`config.mk`:
```
export PLATFORM = sky130hd
export DESIGN_NAME = pop_scan_sequencer
export DESIGN_NICKNAME = d
export VERILOG_FILES = /design/src/rtl/pop_scan_sequencer.sv
export SDC_FILE = /design/constraint.sdc
export NUM_CORES = 1
export LEC_CHECK = 0
export BUFFER_PORTS_ARGS = -buffer_cell sky130_fd_sc_hd__buf_2
export CORE_UTILIZATION = 55
export CTS_CLUSTER_DIAMETER = 150
export CTS_CLUSTER_SIZE = 14
export DETAILED_ROUTE_END_ITERATION = 16
export GPL_TIMING_DRIVEN = 0
export PLACE_DENSITY_LB_ADDON = 0.05
export REMOVE_ABC_BUFFERS = 1
export SLEW_MARGIN = 20
export SYNTH_ARGS = -nofsm -noshare
export SYNTH_HDL_FRONTEND = slang
export SYNTH_SLANG_ARGS = --single-unit
```
`constraint.sdc`:
```
create_clock -name clk_2m5_i -period 3 [get_ports clk_2m5_i]
set_input_delay 0 -clock clk_2m5_i [delete_from_list [all_inputs] [get_ports clk_2m5_i]]
set_output_delay 0 -clock clk_2m5_i [all_outputs]
set_load 0.03 [all_outputs]
```
`src/rtl/pop_scan_sequencer.sv`:
```
// Ramsey-fringe scan controller for the POP timer: steps free-precession time,
// discards settling cycles after each step and tags valid cycles for averaging.
//
// state    | meaning
// ---------+---------------------------------------------------------------
// IDLE     | waiting for start; all strobes quiet
// PRELOAD  | one clock after load_defaults; clears counters
// SETTLE   | discarding SETTLE_CYCLES timer loops after a load or step
// DWELL    | recording CYCLES_PER_STEP valid loops at the current step
// STEP     | one clock; pulses freeprecess_plus and advances step_index
// FINISH   | one clock; pulses scan_done with load_defaults
module pop_scan_sequencer #(
  parameter int WIDTH           = 16,
  parameter int CYCLES_PER_STEP = 8,
  parameter int NUM_STEPS       = 50,
  parameter int SETTLE_CYCLES   = 2
) (
  input  logic             clk_2m5_i,
  input  logic             reset_i,
  input  logic             start_i,
  input  logic             abort_i,
  input  logic             cycle_end_i,
  output logic             load_defaults_o,
  output logic             freeprecess_plus_o,
  output logic             record_valid_o,
  output logic             busy_o,
  output logic             scan_done_o,
  output logic             scan_aborted_o,
  output logic [WIDTH-1:0] step_index_o
);

  typedef enum logic [2:0] {
    S_IDLE    = 3'd0,
    S_PRELOAD = 3'd1,
    S_SETTLE  = 3'd2,
    S_DWELL   = 3'd3,
    S_STEP    = 3'd4,
    S_FINISH  = 3'd5
  } state_t;

  localparam logic [WIDTH-1:0] SETTLE_N   = WIDTH'(SETTLE_CYCLES);
  localparam logic [WIDTH-1:0] DWELL_N    = WIDTH'(CYCLES_PER_STEP);
  localparam logic [WIDTH-1:0] LAST_STEP  = WIDTH'(NUM_STEPS - 1);
  localparam bit               HAS_SETTLE = (SETTLE_CYCLES > 0);

  state_t           state_q, state_d;
  logic [WIDTH-1:0] cnt_q, cnt_d;
  logic [WIDTH-1:0] step_q, step_d;
  logic             cycle_end_q;
  logic             load_q, load_d;
  logic             fp_q, fp_d;
  logic             rv_q, rv_d;
  logic             done_q, done_d;
  logic             abrt_q, abrt_d;

  logic             loop_edge;
  logic             abort_hit;
  logic [WIDTH-1:0] cnt_inc;
  state_t           after_load;

  assign loop_edge  = cycle_end_i & ~cycle_end_q;
  assign abort_hit  = abort_i & (state_q != S_IDLE);
  assign cnt_inc    = cnt_q + WIDTH'(1);
  assign after_load = HAS_SETTLE ? S_SETTLE : S_DWELL;

  always_ff @(posedge clk_2m5_i or posedge reset_i) begin
    if (reset_i) begin
      state_q     <= S_IDLE;
      cnt_q       <= '0;
      step_q      <= '0;
      cycle_end_q <= 1'b0;
      load_q      <= 1'b0;
      fp_q        <= 1'b0;
      rv_q        <= 1'b0;
      done_q      <= 1'b0;
      abrt_q      <= 1'b0;
    end else begin
      state_q     <= state_d;
      cnt_q       <= cnt_d;
      step_q      <= step_d;
      cycle_end_q <= cycle_end_i;
      load_q      <= load_d;
      fp_q        <= fp_d;
      rv_q        <= rv_d;
      done_q      <= done_d;
      abrt_q      <= abrt_d;
    end
  end

  always_comb begin
    state_d = state_q;
    cnt_d   = cnt_q;
    step_d  = step_q;
    unique case (state_q)
      S_IDLE: begin
        if (start_i && !abort_i) begin
          state_d = S_PRELOAD;
          step_d  = '0;
          cnt_d   = '0;
        end
      end
      S_PRELOAD: begin
        state_d = after_load;
        cnt_d   = '0;
      end
      S_SETTLE: begin
        if (loop_edge) begin
          if (cnt_inc == SETTLE_N) begin
            state_d = S_DWELL;
            cnt_d   = '0;
          end else begin
            cnt_d = cnt_inc;
          end
        end
      end
      S_DWELL: begin
        if (loop_edge) begin
          if (cnt_inc == DWELL_N) begin
            cnt_d   = '0;
            state_d = (step_q == LAST_STEP) ? S_FINISH : S_STEP;
          end else begin
            cnt_d = cnt_inc;
          end
        end
      end
      S_STEP: begin
        step_d  = step_q + WIDTH'(1);
        cnt_d   = '0;
        state_d = after_load;
      end
      S_FINISH: begin
        state_d = S_IDLE;
      end
      default: begin
        state_d = S_IDLE;
      end
    endcase
    // Abort overrides every other transition; step_index is kept for readout.
    if (abort_hit) begin
      state_d = S_IDLE;
      cnt_d   = '0;
      step_d  = step_q;
    end
  end

  always_comb begin
    load_d = 1'b0;
    fp_d   = 1'b0;
    rv_d   = 1'b0;
    done_d = 1'b0;
    abrt_d = 1'b0;
    if (abort_hit) begin
      load_d = 1'b1;
      abrt_d = 1'b1;
    end else begin
      unique case (state_q)
        S_IDLE:   load_d = start_i & ~abort_i;
        S_DWELL:  rv_d   = loop_edge;
        S_STEP:   fp_d   = 1'b1;
        S_FINISH: begin
          done_d = 1'b1;
          load_d = 1'b1;
        end
        default: ;
      endcase
    end
  end

  assign load_defaults_o    = load_q;
  assign freeprecess_plus_o = fp_q;
  assign record_valid_o     = rv_q;
  assign scan_done_o        = done_q;
  assign scan_aborted_o     = abrt_q;
  assign busy_o             = (state_q != S_IDLE);
  assign step_index_o       = step_q;

endmodule

```
# Yosys cells after proc, flatten, opt, wreduce, memory -nomap -nowiden
# Index checks and enable logic that the tools add are counted.
# Widths: inputs -> output; s select.
# totals
reg_bits,41
in_bits,5
out_inout_bits,22
# op_classes
addsub,2
n_eq_ne,14
muxes,25
n_bitwise,6
n_reduce_logical,10
# ops
op,count
$mux 16,6
$pmux 16 s4,1
$add 16x1->16 const B,2
$pmux 16 s2,1
$mux 3,6
$eq 16x2->1 const B,1
$eq 16x4->1 const B,1
$eq 16x6->1 const B,1
$ne 3x3->1 const B,5
$pmux 3 s4,1
$mux 1,9
$eq 3x2->1 const B,2
$eq 3x3->1 const B,2
$reduce_and 5->1,1
$reduce_bool 5->1,1
$reduce_and 4->1,1
$and 1x1->1,3
$eq 3x1->1 const B,1
$logic_not 3->1,1
$not 1->1,3
$reduce_and 3->1,1
$reduce_bool 3->1,1
$ne 2x2->1 const B,1
$pmux 1 s2,1
other kinds (4),4

# Depth between registers and ports, before layout
# Gate-level depths: netlist of run 1.
# logic_depth
word_depth,6
ltp_mapped,8
ltp_nobuf,8

# Worst setup path before layout of run 1
# OpenSTA, ideal clock, no wires.
# synth_path
path_kind,register to register
from,register cnt_q[0]
to,register state_q[0]
setup_ns,0.069
t_arrival_ns,2.315
slack_ns,0.616
path_stages_with_launch,9
path_buffers,0
period_less_slack_ns,2.384
cell_sequence,dfrtp_1 ha_1 nand3_2 nor4_1 xnor2_1 nor3b_2 nand4_2 or4_1 nand3_1
# synth_between
elab_chain_cells,4
elab_cells_between_ends,6
# synth_lines
element,line_no,rtl
from (decl),47,"logic [WIDTH-1:0] cnt_q, cnt_d;"
from (signal assigned),79,cnt_q <= cnt_d;
$add 16x1->16 *,63,assign cnt_inc = cnt_q + WIDTH'(1);
$eq 16x4->1 or $eq 16x2->1 (tied branches),"118, 108",
$ne 3x3->1 (no line),n/a,
$reduce_and 5->1 (no line) *,n/a,
to (signal assigned),78,state_q <= state_d;
to (decl),46,"state_t state_q, state_d;"
# Every way passes the cells marked *; elsewhere a longest branch is shown, timed or not.
# A chain may end at the register's enable or synchronous reset.

# Final worst setup path of run 1
# Ends and elaborated chain as after synthesis.

==> metrics.txt, run 1 <==
DR vias ~2.0k; worst slew pin tran between 0.9 and 1 ns; top layer in use met4; Reg2Reg Depth 8; CTS tree done; Area contributors post-synth dfrtp_1 43%, nand2_1 5.5%, nand3_1 4.9%; Detail Route Antenna Nets 0; Static Leak 1.17 nW; R2R Path End state_q[0]; DRT Pass-1 Iters 4; count of cell types in the netlist between 40 and 50; nets just over 300; CP max FO 9; hold_ws around 0.16 ns; r2r setup slk roughly 0.25 ns; Worst EP required ~3.2 ns; non-filler cells, final ~350; Max Cap Viol 0; gr usage total between 20% and 30%; initial antenna violation count 0; DP HPWL 3.42 mm; Clock Latency Late Sink 0.29 ns; antenna fix cells 0; Clock Sink Count 41; area grow syn2layout 11.9%; DRC Markers 0; Post-synth top flop dfrtp_1; Die Area between 0.004 and 0.005 sq mm; Top Ports 27; Critical Path, Cell by Cell ha_1 -> nand3_2 -> nor3_1 -> nand3_1 -> a31oi_1 -> nand4_2 -> or4_1 -> nand3_1; M1 WL between 2 and 3 mm; RSZ-0062 raised after global routing false; Post-synth EDFFs 0; leading area contributor after synthesis dfrtp_1; Critical Path End Type flop; Final Core Density roughly two thirds; initial DRC count between 100 and 150; Cells after Synth between 200 and 300; outcome finished clean; Critical Path AT 2.98 ns; placed insts approximately 340; Synth warnings 0; Worst Hold Path EP step_index_o[0]; highest achievable clock rate approximately 360 MHz; post-synthesis cell area roughly 0.0024 sq mm; worst-case vdd ir drop ~0.27 mV; Hold Path Class in2reg; Reg clk slew, reported paths ~0.080 ns; max incr delay on CP 0.55 ns; CTS Buffer Depth 2; CP max-delay cell or4_1; Worst Hold Launch start_i; Final GP Congestion around 0.82; pins over their slew limit 0; CTS buffer count 5; pre-CTS setup slack approximately 0.23 ns; Die H between 60 and 70 microns; Final Skew 0.00634 ns; Placement Rows 23; post-synthesis register bit count 41; Die X 67.7 microns; Final WS setup roughly 0.25 ns; Final Cycle Share 91.6%; share of cells above drive strength 1 14.6%; post-CTS repair timing setup buffer count 0; routed wire length on met2 about 2.2 mm; asr flop ratio synth between 90% and 100%; Final Hold Fails 0; largest net degree at the start of global routing 26; Buffers on Ports 26; TNS Setup 0 ns; WL per Instance approximately 15 microns; Met3 Wirelength 219 microns; Core Box Area about 0.0041 sq mm; Syn Area/Cell 8.65 sq um; first-pass GRT wire length ~8 mm; RR Startpoint cnt_q[0]; WHS Path Cells 4; most frequent cell on the critical path nand3_1; grt total ovfl 0; startpoint types flop; fill cell count around 330; critical path class reg2reg; Synth top area share 43.3%; Setup Viol. Count Final 0; overall routed net length 5.01 mm; min Tclk post-route 2.75 ns; pwr/cell area about 490 mW/mm^2; Rel. slew slack ~35%; Initial Utilization between 50% and 60%; vias in the first global route 1706; H-tree levels 2; vias per inst about 5.8; root buf cell clkbuf_8; sequential-to-total area share from yosys stat roughly 43%
## report_power, final
part           total [mW]  switching (mW)  leakage (nW)  internal (mW)
Combinational       0.251           0.178         0.548         0.0727
Sequential          0.621          0.0466         0.564          0.574
Clock               0.428           0.186        0.0540          0.242
## final cells by class
cell class / instances / area [sq um] / area share (%)
Multi-Input combinational cell: 207 / 1240 / 46.9
Sequential cell: 41 / 1030 / 38.7
Timing Repair Buffer: 30 / 180 / 6.79
Clock buffer: 5 / 68.8 / 2.59
Tap cell: 50 / 62.6 / 2.36
Inverter: 10 / 37.5 / 1.41
Clock inverter: 2 / 35.0 / 1.32
## cell families (layout without fill, tap and decap cells)
| group | count (synthesis) | count (layout) | synth area share (%) |
|---|---|---|---|
| AOI/OAI and AO/OA | 30 | 30 | 7.86 |
| xor gates and xnor gates | 21 | 21 | 7.76 |
| adders and majority gates | 4 | 4 | 2.11 |
| buffers and inverters | 26 | 47 | 4.70 |
| DFF | 41 | 41 | 43.3 |
| muxes | 5 | 5 | 2.11 |
| and+or+nand+nor | 147 | 147 | 32.2 |
## flip-flops by register name, summed over array words and instances (netlist names)
register            cells
cnt_q                  16
step_index_o           16
state_q                 3
cycle_end_q             1
freeprecess_plus_o      1
load_defaults_o         1
record_valid_o          1
scan_aborted_o          1
scan_done_o             1
## through the flow
stage / instance area, sq um / total power [mW]
2_1_floorplan: 2300 / 0.795
3_3_place_gp: 2490 / 0.870
3_5_place_dp: 2510 / 0.882
4_1_cts: 2650 / 1.32
5_1_grt: 2650 / 1.37
6_report: 2650 / 1.30
## synthesized netlist by cell type (all sizes together), types with 2 or more instances
| cell | count |
|---|---|
| nor3b | 2 |
| ha | 4 |
| and4 | 3 |
| a31oi | 3 |
| nor3 | 7 |
| o21ai | 11 |
| mux2i | 5 |
| dfrtp | 41 |
| nor2 | 30 |
| a21oi | 5 |
| and2 | 3 |
| nor2b | 4 |
| inv | 10 |
| nand3 | 24 |
| nand4 | 11 |
| o22ai | 2 |
| nand2 | 35 |
| buf | 5 |
| o311ai | 4 |
| nand2b | 3 |
| or3 | 6 |
| xor2 | 10 |
| xnor2 | 11 |
| clkbuf | 11 |
| a22oi | 2 |
| nor4 | 9 |
| and3 | 4 |
| nand3b | 3 |
## worst max path at each step
stage | from | end | slack, ns
5_1_grt | cnt_q[0] | cnt_q[8] | 0.005
3_3_place_gp | cnt_q[0] | state_q[0] | 0.26
4_1_cts | cnt_q[0] | state_q[0] | 0.19
3_5_place_dp | cnt_q[0] | state_q[0] | 0.23
6_report | cnt_q[0] | state_q[0] | 0.25
2_1_floorplan | cnt_q[0] | state_q[0] | 0.61
## placed cells by master, fill, tap and decap left out, types with 4 or more instances in the layout
master and count:
or3_1 6, a21oi_1 5, buf_2 26, o21ai_0 10, xor2_1 10, nand2_1 35, nor4_1 7, mux2i_1 5
dfrtp_1 41, nor2b_1 4, nor3_1 7, inv_1 9, clkbuf_8 5, nor2_1 30, nand4_1 10, and3_1 4
ha_1 4, xnor2_1 11, nand3_1 23
## routing by layer
layer / vias up / GRT usage (%)
met2: 39 / 34.2
li1: 1005 / -
met1: 934 / 35.6
met3: 8 / 5.91
met4: 0 / 7.71
met5: - / 0
## repair_timing
action,in CTS,in global routing
hold endpoints to repair,19,0
resized for setup,0,1
hold buffers,3,0
setup endpoints to repair,0,5
## worst max-delay path: cells and delay by family (launching register included)
family / cells / cell delay, ns
AND/OR/NAND/NOR: 6 / 1.62
flip-flops: 1 / 0.49
AO/OA/AOI/OAI: 1 / 0.22
adder cells (fa/ha/maj): 1 / 0.36
(Power assumes the default switching activity.)
==> run 2: changes to the inputs <==
--- a/config.mk
+++ b/config.mk
@@ -8,8 +8,8 @@
 export BUFFER_PORTS_ARGS = -buffer_cell sky130_fd_sc_hd__buf_2
 export CORE_UTILIZATION = 55
 export CTS_CLUSTER_DIAMETER = 150
-export CTS_CLUSTER_SIZE = 14
 export DETAILED_ROUTE_END_ITERATION = 16
+export GPL_ROUTABILITY_DRIVEN = 1
 export GPL_TIMING_DRIVEN = 0
 export PLACE_DENSITY_LB_ADDON = 0.05
 export REMOVE_ABC_BUFFERS = 1
==> constraint.sdc (replaced) <==
create_clock -name clk_2m5_i -period 3 [get_ports clk_2m5_i]
set_input_delay 0.45 -clock clk_2m5_i [delete_from_list [all_inputs] [get_ports clk_2m5_i]]
set_output_delay 0.45 -clock clk_2m5_i [all_outputs]
set_load 0.03 [all_outputs]
==> run 2 against run 1 <==
Clock skew barely moved. Sequential cell count unchanged. Count of clock-buffer cells in the layout stayed put. Non-clock buffer count is 3 lower. Sequential power about the same. First-iteration DRC count up 25%. Clock power is essentially flat. Critical endpoint unchanged. Largest power group unchanged.
==> metrics.txt, run 2 (synthesis gave the netlist of run 1 again) <==
WL per Instance 14.4 microns (-0.67%); vias per inst 5.77 (+0.27%); Die H 67.7 microns (unchanged); Final Hold Fails 0 (unchanged); Reg clk slew, reported paths 0.08 ns (about the same); Critical Path End Type flop; Buffers on Ports 26 (unchanged); Static Leak 1.15 nW (-1.1%); Die X 67.7 microns (unchanged); total chip power 1.30 mW (-0.38%); pwr/cell area 494 mW/mm^2 (+0.76%); DRT Pass-1 Iters 4 (unchanged); commonest non-fill, non-tap cell in the layout dfrtp_1; Rel. slew slack 35.7% (+0.28 points); Core Box Area 0.00406 sq mm (unchanged); min Tclk post-route 2.75 ns (+0.00271 ns); DP HPWL 3.42 mm (unchanged); initial antenna violation count 0 (unchanged); share of cells above drive strength 1 14.7% (+0.15 points); overall routed net length 4.93 mm (-1.5%); Critical Path AT 2.98 ns (about the same); startpoint types flop; grt total ovfl 0 (unchanged); RR Startpoint cnt_q[0]; Clock Latency Late Sink 0.29 ns (about the same); placed insts 335 (unchanged); Worst EP required 3.23 ns (about the same); TNS Setup 0 ns (unchanged); commonest cells after routing, fill and taps aside 41 x dfrtp_1, 35 x nand2_1, 30 x nor2_1; CTS tree done; root buf cell clkbuf_8; first-pass GRT wire length 8.05 mm (-1.0%); pins over their slew limit 0 (unchanged); DR vias 1974 (-0.60%); antenna fix cells 0 (unchanged); RSZ-0062 raised after global routing false; Top Ports 27 (unchanged); outcome finished clean; Initial Utilization 58.4% (unchanged); H-tree levels 2 (unchanged); placed cell areas 0.00251 sq mm (unchanged); Die Area 0.00458 sq mm (unchanged); hold_ws 0.127 ns (-0.0374 ns); largest net degree at the start of global routing 26 (unchanged); vias in the first global route 1673 (-1.9%); CP max FO 9 (unchanged); initial DRC count 161 (+25%); fin area 0.00262 sq mm (-1.1%); crit path from cnt_q[0]; fill cell count 331 (+0.91%); area grow syn2layout 10.7%; Setup Viol. Count Final 0 (unchanged); critical path class reg2reg; highest achievable clock rate 364 MHz (about the same); Placement Rows 23 (unchanged); Hold Path Class in2async; worst-case vdd ir drop 0.274 mV (-0.10%); Clock Sink Count 41 (unchanged); Final GP Congestion 0.823 (unchanged); worst slew pin tran 0.961 ns (-0.00412 ns); Max Cap Viol 0 (unchanged); Final Skew 0.00617 ns (-0.000167 ns); non-filler cells, final 342 (-0.87%); CTS Buffer Depth 2 (unchanged); nets 301 (-0.99%); gr usage total 23.9% (-0.21 points); Detail Route Antenna Nets 0 (unchanged); DRC Markers 0 (unchanged); CTS buffer count 5 (unchanged); post-CTS repair timing setup buffer count 0 (unchanged); Final Cycle Share 91.6% (about the same)
==> run 2: metal layers <==
metal  GRT usage (%)  up-vias  part of all wire [%]
li1                -      996                     -
met1            35.6      914                    50
met3            5.91        8                   6.0
met4            7.71        0                   1.3
met5               0        -                     0
met2            33.4       56                    43
==> run 2: worst max-delay path, cell delays in order (launching register included) <==
cell and delay, ns:
dfrtp_1 0.49, ha_1 0.36, nand3_2 0.24, nor3_1 0.40
nand3_1 0.15, a31oi_1 0.22, nand4_2 0.21, or4_1 0.55
nand3_1 0.08
==> run 2: layout make-up <==
cell class / instances / area, sq um / share of cell area [%]
multi-input combinational: 207 / 1240 / 47.4
sequential: 41 / 1030 / 39.1
timing repair buffer: 27 / 150 / 5.72
clock buffer: 5 / 68.8 / 2.62
tap: 50 / 62.6 / 2.38
inverter: 10 / 37.5 / 1.43
clock inverter: 2 / 35.0 / 1.34
==> run 2: worst paths after layout <==
path | to | slack, ns | depth (start not counted)
max | state_q[0] | 0.25 | 8
min | step_index_o[3] | 0.13 | 2
max reg2reg | state_q[0] | 0.25 | 8
min reg2reg | step_index_o[0] | 0.56 | 1
max in group asynchronous | cnt_q[7] | 2.41 | 3
min in group clk_2m5_i | cycle_end_q | 0.27 | 1
==> run 2: through the flow <==
| stage | util [%] | setup WS, ns |
|---|---|---|
| after floorplan | - | 0.611 |
| after global routing | 64.7 | 0.00461 |
| after detailed placement | 61.9 | 0.229 |
| final | 64.7 | 0.251 |
| after global placement | 61.4 | 0.262 |
| after CTS | 64.5 | 0.191 |
==> run 2: repair_timing <==
action                     in CTS  in global routing
hold buffers                    0                  0
setup endpoints to repair       0                  5
gates resized for setup         0                  1
==> run 2: report_power, final <==
part | switching (mW) | internal [mW]
clock network | 0.186 | 0.242
registers | 0.0460 | 0.574
logic | 0.177 | 0.0702
total | 0.409 | 0.886
